**config.mk**
```make
export PLATFORM = sky130hd
export DESIGN_NAME = vx_index_retire_queue
export DESIGN_NICKNAME = d
export VERILOG_FILES = /design/src/rtl/vx_index_retire_queue_pkg.sv /design/src/rtl/vx_index_retire_queue_retire_scan.sv /design/src/rtl/vx_index_retire_queue.sv
export SDC_FILE = /design/constraint.sdc
export NUM_CORES = 1
export LEC_CHECK = 0
export BUFFER_PORTS_ARGS = -buffer_cell sky130_fd_sc_hd__buf_2
export CAP_MARGIN = 0
export CORE_UTILIZATION = 50
export DETAILED_ROUTE_END_ITERATION = 8
export PLACE_DENSITY_LB_ADDON = 0.05
export SYNTH_ARGS = -nofsm -noshare
export SYNTH_HDL_FRONTEND = slang
export SYNTH_SLANG_ARGS = --single-unit
```
**constraint.sdc**
```tcl
create_clock -name clk -period 3.1 [get_ports clk]
set_clock_uncertainty 0.05 [all_clocks]
set_input_delay 0.62 -clock clk [delete_from_list [all_inputs] [get_ports clk]]
set_output_delay 0.62 -clock clk [all_outputs]
set_load 0.01 [all_outputs]
```
**src/rtl/vx_index_retire_queue_pkg.sv**
```systemverilog
// Shared definitions for the index retire queue: width helpers, default
// geometry, pointer types and the pointer-difference function.
// Optional feature macro used by this slice: INDEX_QUEUE_FLUSH_EN.
package vx_index_retire_queue_pkg;

  // Ceiling log2 that never returns zero, so a 1-entry dimension still gets a bit.
  function automatic int log2up(input int x);
    return (x > 1) ? $clog2(x) : 1;
  endfunction

  localparam int IQ_SIZE  = 8;
  localparam int IQ_ADDRW = log2up(IQ_SIZE);
  localparam int IQ_PTRW  = IQ_ADDRW + 1;
  localparam int IQ_CNTW  = log2up(IQ_SIZE + 1);

  typedef logic [IQ_ADDRW-1:0] addr_t;
  typedef logic [IQ_PTRW-1:0]  ptr_t;

  // Occupancy from wrap-bit pointers: difference taken modulo 2^ptrw.
  function automatic logic [31:0] ptr_diff(input logic [31:0] wr_ptr,
                                           input logic [31:0] rd_ptr,
                                           input int          ptrw);
    logic [31:0] mask;
    mask = (32'd1 << ptrw) - 32'd1;
    return (wr_ptr - rd_ptr) & mask;
  endfunction

endpackage

```
**src/rtl/vx_index_retire_queue_retire_scan.sv**
```systemverilog
// Combinational head scan: counts the run of allocated-and-released slots
// starting at the head, capped at RETIRE_W.
module vx_index_retire_queue_retire_scan
  import vx_index_retire_queue_pkg::*;
#(
  parameter int SIZE     = 8,
  parameter int RETIRE_W = 2,
  localparam int ADDRW   = log2up(SIZE),
  localparam int CNTW    = log2up(SIZE + 1),
  localparam int RCW     = log2up(RETIRE_W + 1)
) (
  input  logic [SIZE-1:0]  valid,
  input  logic [ADDRW-1:0] rd_a,
  input  logic [CNTW-1:0]  count,
  output logic [RCW-1:0]   retire_cnt
);

  // slot_done[i]: head+i is allocated and already released
  logic [RETIRE_W-1:0] slot_done;
  logic                run;

  generate
    for (genvar gi = 0; gi < RETIRE_W; gi++) begin : g_slot
      logic [ADDRW-1:0] idx;
      assign idx           = rd_a + ADDRW'(gi);
      assign slot_done[gi] = (count > CNTW'(gi)) && !valid[idx];
    end
  endgenerate

  // Length of the leading done-run; stops at the first slot still in flight.
  always_comb begin
    retire_cnt = '0;
    run        = 1'b1;
    for (int i = 0; i < RETIRE_W; i++) begin
      run = run & slot_done[i];
      if (run) retire_cnt = retire_cnt + RCW'(1);
    end
  end

endmodule

```
**src/rtl/vx_index_retire_queue.sv**
```systemverilog
// In-order slot allocator with out-of-order release by index and
// multi-slot in-order retire at the head.
// Optional feature: define INDEX_QUEUE_FLUSH_EN to add a synchronous flush port.
module vx_index_retire_queue
  import vx_index_retire_queue_pkg::*;
#(
  parameter int DATAW    = 1,
  parameter int SIZE     = IQ_SIZE,
  parameter int NUM_RELS = 2,
  parameter int NUM_RDS  = 2,
  parameter int RETIRE_W = 2,
  localparam int ADDRW   = log2up(SIZE),
  localparam int PTRW    = ADDRW + 1,
  localparam int CNTW    = log2up(SIZE + 1),
  localparam int RCW     = log2up(RETIRE_W + 1)
) (
  input  logic                      clk,
  input  logic                      reset,
  input  logic                      push,
  input  logic [DATAW-1:0]          write_data,
  output logic [ADDRW-1:0]          write_addr,
  output logic                      full,
  output logic                      empty,
  output logic [CNTW-1:0]           count,
  input  logic [NUM_RELS-1:0]       rel_valid,
  input  logic [NUM_RELS*ADDRW-1:0] rel_addr,
  input  logic [NUM_RDS*ADDRW-1:0]  rd_addr,
  output logic [NUM_RDS*DATAW-1:0]  rd_data,
`ifdef INDEX_QUEUE_FLUSH_EN
  input  logic                      flush,
`endif
  output logic [RCW-1:0]            retire_cnt
);

  logic [PTRW-1:0]  rd_ptr_reg, rd_ptr_next;
  logic [PTRW-1:0]  wr_ptr_reg, wr_ptr_next;
  logic [SIZE-1:0]  valid_reg, valid_next;
  logic [DATAW-1:0] entries [SIZE];

  logic [ADDRW-1:0] rd_a;
  logic [ADDRW-1:0] wr_a;
  logic             push_ok;
  logic [RCW-1:0]   scan_cnt;
  logic [SIZE-1:0]  rel_clr [NUM_RELS];

  assign rd_a = rd_ptr_reg[ADDRW-1:0];
  assign wr_a = wr_ptr_reg[ADDRW-1:0];

  assign empty      = (wr_ptr_reg == rd_ptr_reg);
  assign full       = (wr_a == rd_a) && (wr_ptr_reg[ADDRW] != rd_ptr_reg[ADDRW]);
  assign count      = CNTW'(ptr_diff(32'(wr_ptr_reg), 32'(rd_ptr_reg), PTRW));
  assign write_addr = wr_a;

  // full is the registered state: a same-cycle retire never opens room for a push
`ifdef INDEX_QUEUE_FLUSH_EN
  assign push_ok = push && !full && !flush;
`else
  assign push_ok = push && !full;
`endif

  vx_index_retire_queue_retire_scan #(
    .SIZE       (SIZE),
    .RETIRE_W   (RETIRE_W)
  ) retire_scan (
    .valid      (valid_reg),
    .rd_a       (rd_a),
    .count      (count),
    .retire_cnt (scan_cnt)
  );

`ifdef INDEX_QUEUE_FLUSH_EN
  assign retire_cnt = flush ? '0 : scan_cnt;
`else
  assign retire_cnt = scan_cnt;
`endif

  // Per-port one-hot clear mask; duplicate indices simply OR together
  generate
    for (genvar gi = 0; gi < NUM_RELS; gi++) begin : g_rel
      logic [ADDRW-1:0] addr;
      assign addr        = rel_addr[gi*ADDRW +: ADDRW];
      assign rel_clr[gi] = rel_valid[gi] ? ({{(SIZE-1){1'b0}}, 1'b1} << addr) : '0;
    end
  endgenerate

  // Asynchronous read ports: show stored payload, no bypass of this cycle's push
  generate
    for (genvar gi = 0; gi < NUM_RDS; gi++) begin : g_rd
      assign rd_data[gi*DATAW +: DATAW] = entries[rd_addr[gi*ADDRW +: ADDRW]];
    end
  endgenerate

  // Next-state for pointers and valid vector: release, push, retire, then flush override
  always_comb begin
    valid_next  = valid_reg;
    rd_ptr_next = rd_ptr_reg + PTRW'(scan_cnt);
    wr_ptr_next = wr_ptr_reg;
    for (int p = 0; p < NUM_RELS; p++) begin
      valid_next = valid_next & ~rel_clr[p];
    end
    if (push_ok) begin
      valid_next[wr_a] = 1'b1;
      wr_ptr_next      = wr_ptr_reg + PTRW'(1);
    end
`ifdef INDEX_QUEUE_FLUSH_EN
    if (flush) begin
      valid_next  = '0;
      rd_ptr_next = '0;
      wr_ptr_next = '0;
    end
`endif
  end

  // State registers with asynchronous active-low reset
  always_ff @(posedge clk or negedge reset) begin
    if (!reset) begin
      rd_ptr_reg <= '0;
      wr_ptr_reg <= '0;
      valid_reg  <= '0;
    end else begin
      rd_ptr_reg <= rd_ptr_next;
      wr_ptr_reg <= wr_ptr_next;
      valid_reg  <= valid_next;
    end
  end

  // Payload storage: written on accepted push, never reset
  always_ff @(posedge clk) begin
    if (push_ok) entries[wr_a] <= write_data;
  end

  // Runtime check: push against a full queue is dropped
  always @(posedge clk) begin
    if (reset) begin
      assert (!(push && full))
        else $warning("iq: push while full ignored");
    end
  end

  // Runtime check: release must name a slot that is currently in flight
  generate
    for (genvar gi = 0; gi < NUM_RELS; gi++) begin : g_rel_chk
      always @(posedge clk) begin
        if (reset && rel_valid[gi]) begin
          assert (valid_reg[g_rel[gi].addr])
            else $warning("iq: release of slot %0d that is not in flight ignored", g_rel[gi].addr);
        end
      end
    end
  endgenerate

endmodule

```
==> out/results.txt <==
The CTS H-tree depth came out at 1. For this design the static power due to leakage is 0.804 nW. The logs give 0.00168 mm² for the placed standard-cell area and 2.43 ns for the required time at the endpoint of the critical path. The total count of hold-check failures in the final report was 0; the areal power density over the cells was 1330 mW/mm². Timing would allow up to 328 MHz.

The first global-routing pass estimated 5030 µm of wire. Leaving out fill and tap cells, the most frequent cells in the layout are sky130_fd_sc_hd__buf_2, sky130_fd_sc_hd__dfrtp_1, sky130_fd_sc_hd__inv_1, sky130_fd_sc_hd__nor2_1, sky130_fd_sc_hd__edfxtp_1. The post-synthesis instance area came out at 0.00150 mm². For the clock group share of total power, the log shows 0.094. The signal on the critical path passes through ha_4, mux4_1, mux2_2, o221a_1, buf_2.

The critical path is of the reg2out type. The total setup violations reported at the end of the flow is 0, and the share of synthesized registers carrying an async set or reset is 0.667. Number of antenna violations at the first check in global routing: 0. The sum of overflow across all layers after global routing was 0. The tools report the root buffer cell as sky130_fd_sc_hd__clkbuf_4.

The logs give 0.829 for the final estimated routing congestion in global placement and 0 for the diode insertion count for antenna repair. On the worst path, the slowest cell contributes a delay of 0.55 ns. The area growth from synthesis to layout is 20.8%. The number of placed instances, taps included, is 183.

The multi-input gate area in the final layout is 842 µm², and the routed wire length is 3100 µm. The yosys synthesis warning count was 0. The logs give 642 µm² for the area taken by flip-flops and latches and 2 for the clock tree buffer depth. The die extent in x is 56.8 µm, and the die span in y is 56.8 µm.

Synthesis inferred 24 register bits. Part of the power in registers: 0.246. Register-to-register path setup slack: 0.17 ns. The transition time of the tightest slew-check pin came out at 0.585 ns. Leaving out filler cells and counting taps, the final layout contains 192. Clock tree synthesis inserted a total of 3 buffers.

The count of buffers added on input and output ports is 30. Timing analysis after detailed placement gives a worst setup slack of 0.239 ns. The kind of path behind the tightest hold check is in2async. The number of enable-type register cells in the synthesized netlist works out to 8.

Across the VDD grid, the largest voltage drop is 1380 µV. The run gives 0 as the remaining number of nets flagged by the antenna check after routing. The startpoint identified for the worst register-to-register timing path is rd_ptr_reg[0]. Each instance of the synthesized netlist takes up on average 12.1 µm². The total of max-cap violations is 0. Critical path launch point type: a flip-flop. The tools report the remaining max-slew budget at the tightest pin as 0.606.

The total routing resource utilization after global routing came out at 0.208. For the distinct cell type count after synthesis, the log shows 36. Among all flip-flop cells after synthesis, the most frequent one is sky130_fd_sc_hd__dfrtp_1. After routing the design area is 0.00181 mm².

The count of pins over their slew limit was 0; the critical-path maximum fanout was 2. The clock reaches the later pin of the worst-skew pair after 0.32 ns. The starting density of the core was 0.535; the remaining design rule violation count was 8.

The portion of the clock cycle consumed by the worst path in the final layout was 0.984; the post-synth net total was 151. In the post-route analysis, the smallest setup slack over all paths is 0.0495 ns. The fraction of final layout cells with drive strength greater than 1 came out at 0.348. The number of detailed-route iterations in the first pass was 6; the total number of vias was 1159. The logs give 31 for the number of ports placed on the die boundary and 1.41 mW for the total internal power. After the first detailed-routing iteration, the DRC count stood at 68. The routed design could run at a clock period as short as 3.05 ns.

Clock-pin slew was measured on the worst setup and hold paths at 0.13 ns. The number of nets in the finished design is 189, and the vias per cell is 6.04. The number of global-route vias before repair came out at 1094. The floorplan step defined a core boundary enclosing 0.00281 mm². The critical path arrival was 2.38 ns.

The switching fraction of total power is 0.415, and the maximum number of pins on one net before global-route repair is 17. Hold repair after CTS inserted 0 buffers. The logic gate share of total power was 0.659.

The cell type of the slowest stage on the worst timing path was sky130_fd_sc_hd__mux4_1. The most critical setup path has its startpoint at rd_ptr_reg[0]. The synthesized instance count is 124. The commonest non-fill, non-tap cell in the layout was sky130_fd_sc_hd__buf_2.

The checks that failed: design-rule violations. The clock drives 24 sinks. In the final routed layout, each cell accounts on average for 16.1 µm. The worst setup path is captured at an output pin. The run finished, with violations left.

The layout has 231 filler cells. The overall die area was 0.00322 mm². TritonCTS built the clock tree.

The design draws 2.42 mW. Summed over all nets, the switching power comes to 1.00 mW. The initialized floorplan defines 19 standard-cell rows.

The part of the Yosys area used for sequential elements is 0.427, and the placed wire-length estimate is 2400 µm.
power by group through the flow:
| stage | clock, mW | sequential, mW | combinational [mW] |
|---|---|---|---|
| after floorplan | 0 | 0.571 | 0.951 |
| after CTS | 0.231 | 0.586 | 1.39 |
| final | 0.228 | 0.595 | 1.59 |
| after global placement | 0 | 0.591 | 1.27 |
| after detailed placement | 0 | 0.599 | 1.29 |
| after global routing | 0.242 | 0.615 | 1.77 |
worst paths after layout:
check	cells after the start	end
worst min-delay path	1	rd_ptr_reg[3]
worst max register to register	8	rd_ptr_reg[2]
max in group asynchronous	1	rd_ptr_reg[2]
min in group clk	1	valid_reg[2]
worst max-delay path	5	retire_cnt[0]
worst min register to register	1	valid_reg[2]
cells in the mapped netlist, types with 2 or more instances:
cell / instances / share of area
sky130_fd_sc_hd__a21o_1: 5 / 0.025
sky130_fd_sc_hd__a21oi_1: 2 / 0.0067
sky130_fd_sc_hd__a31o_1: 4 / 0.023
sky130_fd_sc_hd__a32oi_1: 2 / 0.012
sky130_fd_sc_hd__buf_4: 3 / 0.015
sky130_fd_sc_hd__dfrtp_1: 16 / 0.27
sky130_fd_sc_hd__edfxtp_1: 8 / 0.16
sky130_fd_sc_hd__fa_1: 2 / 0.027
sky130_fd_sc_hd__ha_1: 7 / 0.058
sky130_fd_sc_hd__inv_1: 8 / 0.020
sky130_fd_sc_hd__mux2_2: 3 / 0.023
sky130_fd_sc_hd__mux4_1: 2 / 0.035
sky130_fd_sc_hd__mux4_2: 6 / 0.090
sky130_fd_sc_hd__nand2_1: 5 / 0.013
sky130_fd_sc_hd__nand3_1: 7 / 0.023
sky130_fd_sc_hd__nand4_1: 3 / 0.013
sky130_fd_sc_hd__nor2_1: 8 / 0.020
sky130_fd_sc_hd__nor2b_1: 3 / 0.013
sky130_fd_sc_hd__nor3_1: 5 / 0.017
sky130_fd_sc_hd__nor4_1: 2 / 0.0083
sky130_fd_sc_hd__o21ai_1: 2 / 0.0067
sky130_fd_sc_hd__xnor2_1: 3 / 0.018
sky130_fd_sc_hd__xor2_1: 5 / 0.029
through the flow:
| stage | TNS, ns | util | hold slack [ns] |
|---|---|---|---|
| 5_1_grt | -0.0673 | 0.646 | 0.157 |
| 2_1_floorplan | 0 | - | 0.274 |
| 3_3_place_gp | 0 | 0.598 | 0.435 |
| 6_report | 0 | 0.646 | 0.146 |
| 4_1_cts | 0 | 0.626 | 0.154 |
| 3_5_place_dp | 0 | 0.598 | 0.446 |
cells by family after synthesis:
group,after synthesis,share of synthesized area
AO/OA/AOI/OAI,21,0.105
XOR/XNOR,9,0.0651
adder cells (fa/ha/maj),9,0.0851
buffers and inverters,12,0.0375
flip-flops,24,0.427
multiplexers,12,0.154
AND/OR/NAND/NOR,37,0.126
final cells by class:
cell class | count | area share
Sequential cell | 24 | 0.354
Clock inverter | 1 | 0.0166
Timing Repair Buffer | 37 | 0.114
Clock buffer | 3 | 0.0124
Tap cell | 31 | 0.0214
Multi-Input combinational cell | 88 | 0.465
Inverter | 8 | 0.0166
critical path, delay by kind of cell, from the launching register on:
family,cells,cell delay [ns]
compound gates,1,0.30
fa+ha+maj,1,0.29
buf+inv,1,0.15
flops,1,0.45
mux,2,0.87
routing by layer:
| layer | track usage | wire length, µm | vias up |
|---|---|---|---|
| li1 | - | - | 547 |
| met1 | 0.283 | 1320 | 566 |
| met2 | 0.340 | 1540 | 41 |
| met3 | 0.0392 | 192 | 5 |
| met4 | 0.0627 | 46 | 0 |
| met5 | 0 | 0 | - |
timing repair:
item | in CTS | in global routing
cloned | 0 | 0
gates resized for setup | 2 | 6
setup endpoints to repair | 2 | 2
buffers inserted | 2 | 3
pin swaps | 1 | 4
Note: power is estimated with default switching activity, not from simulation.
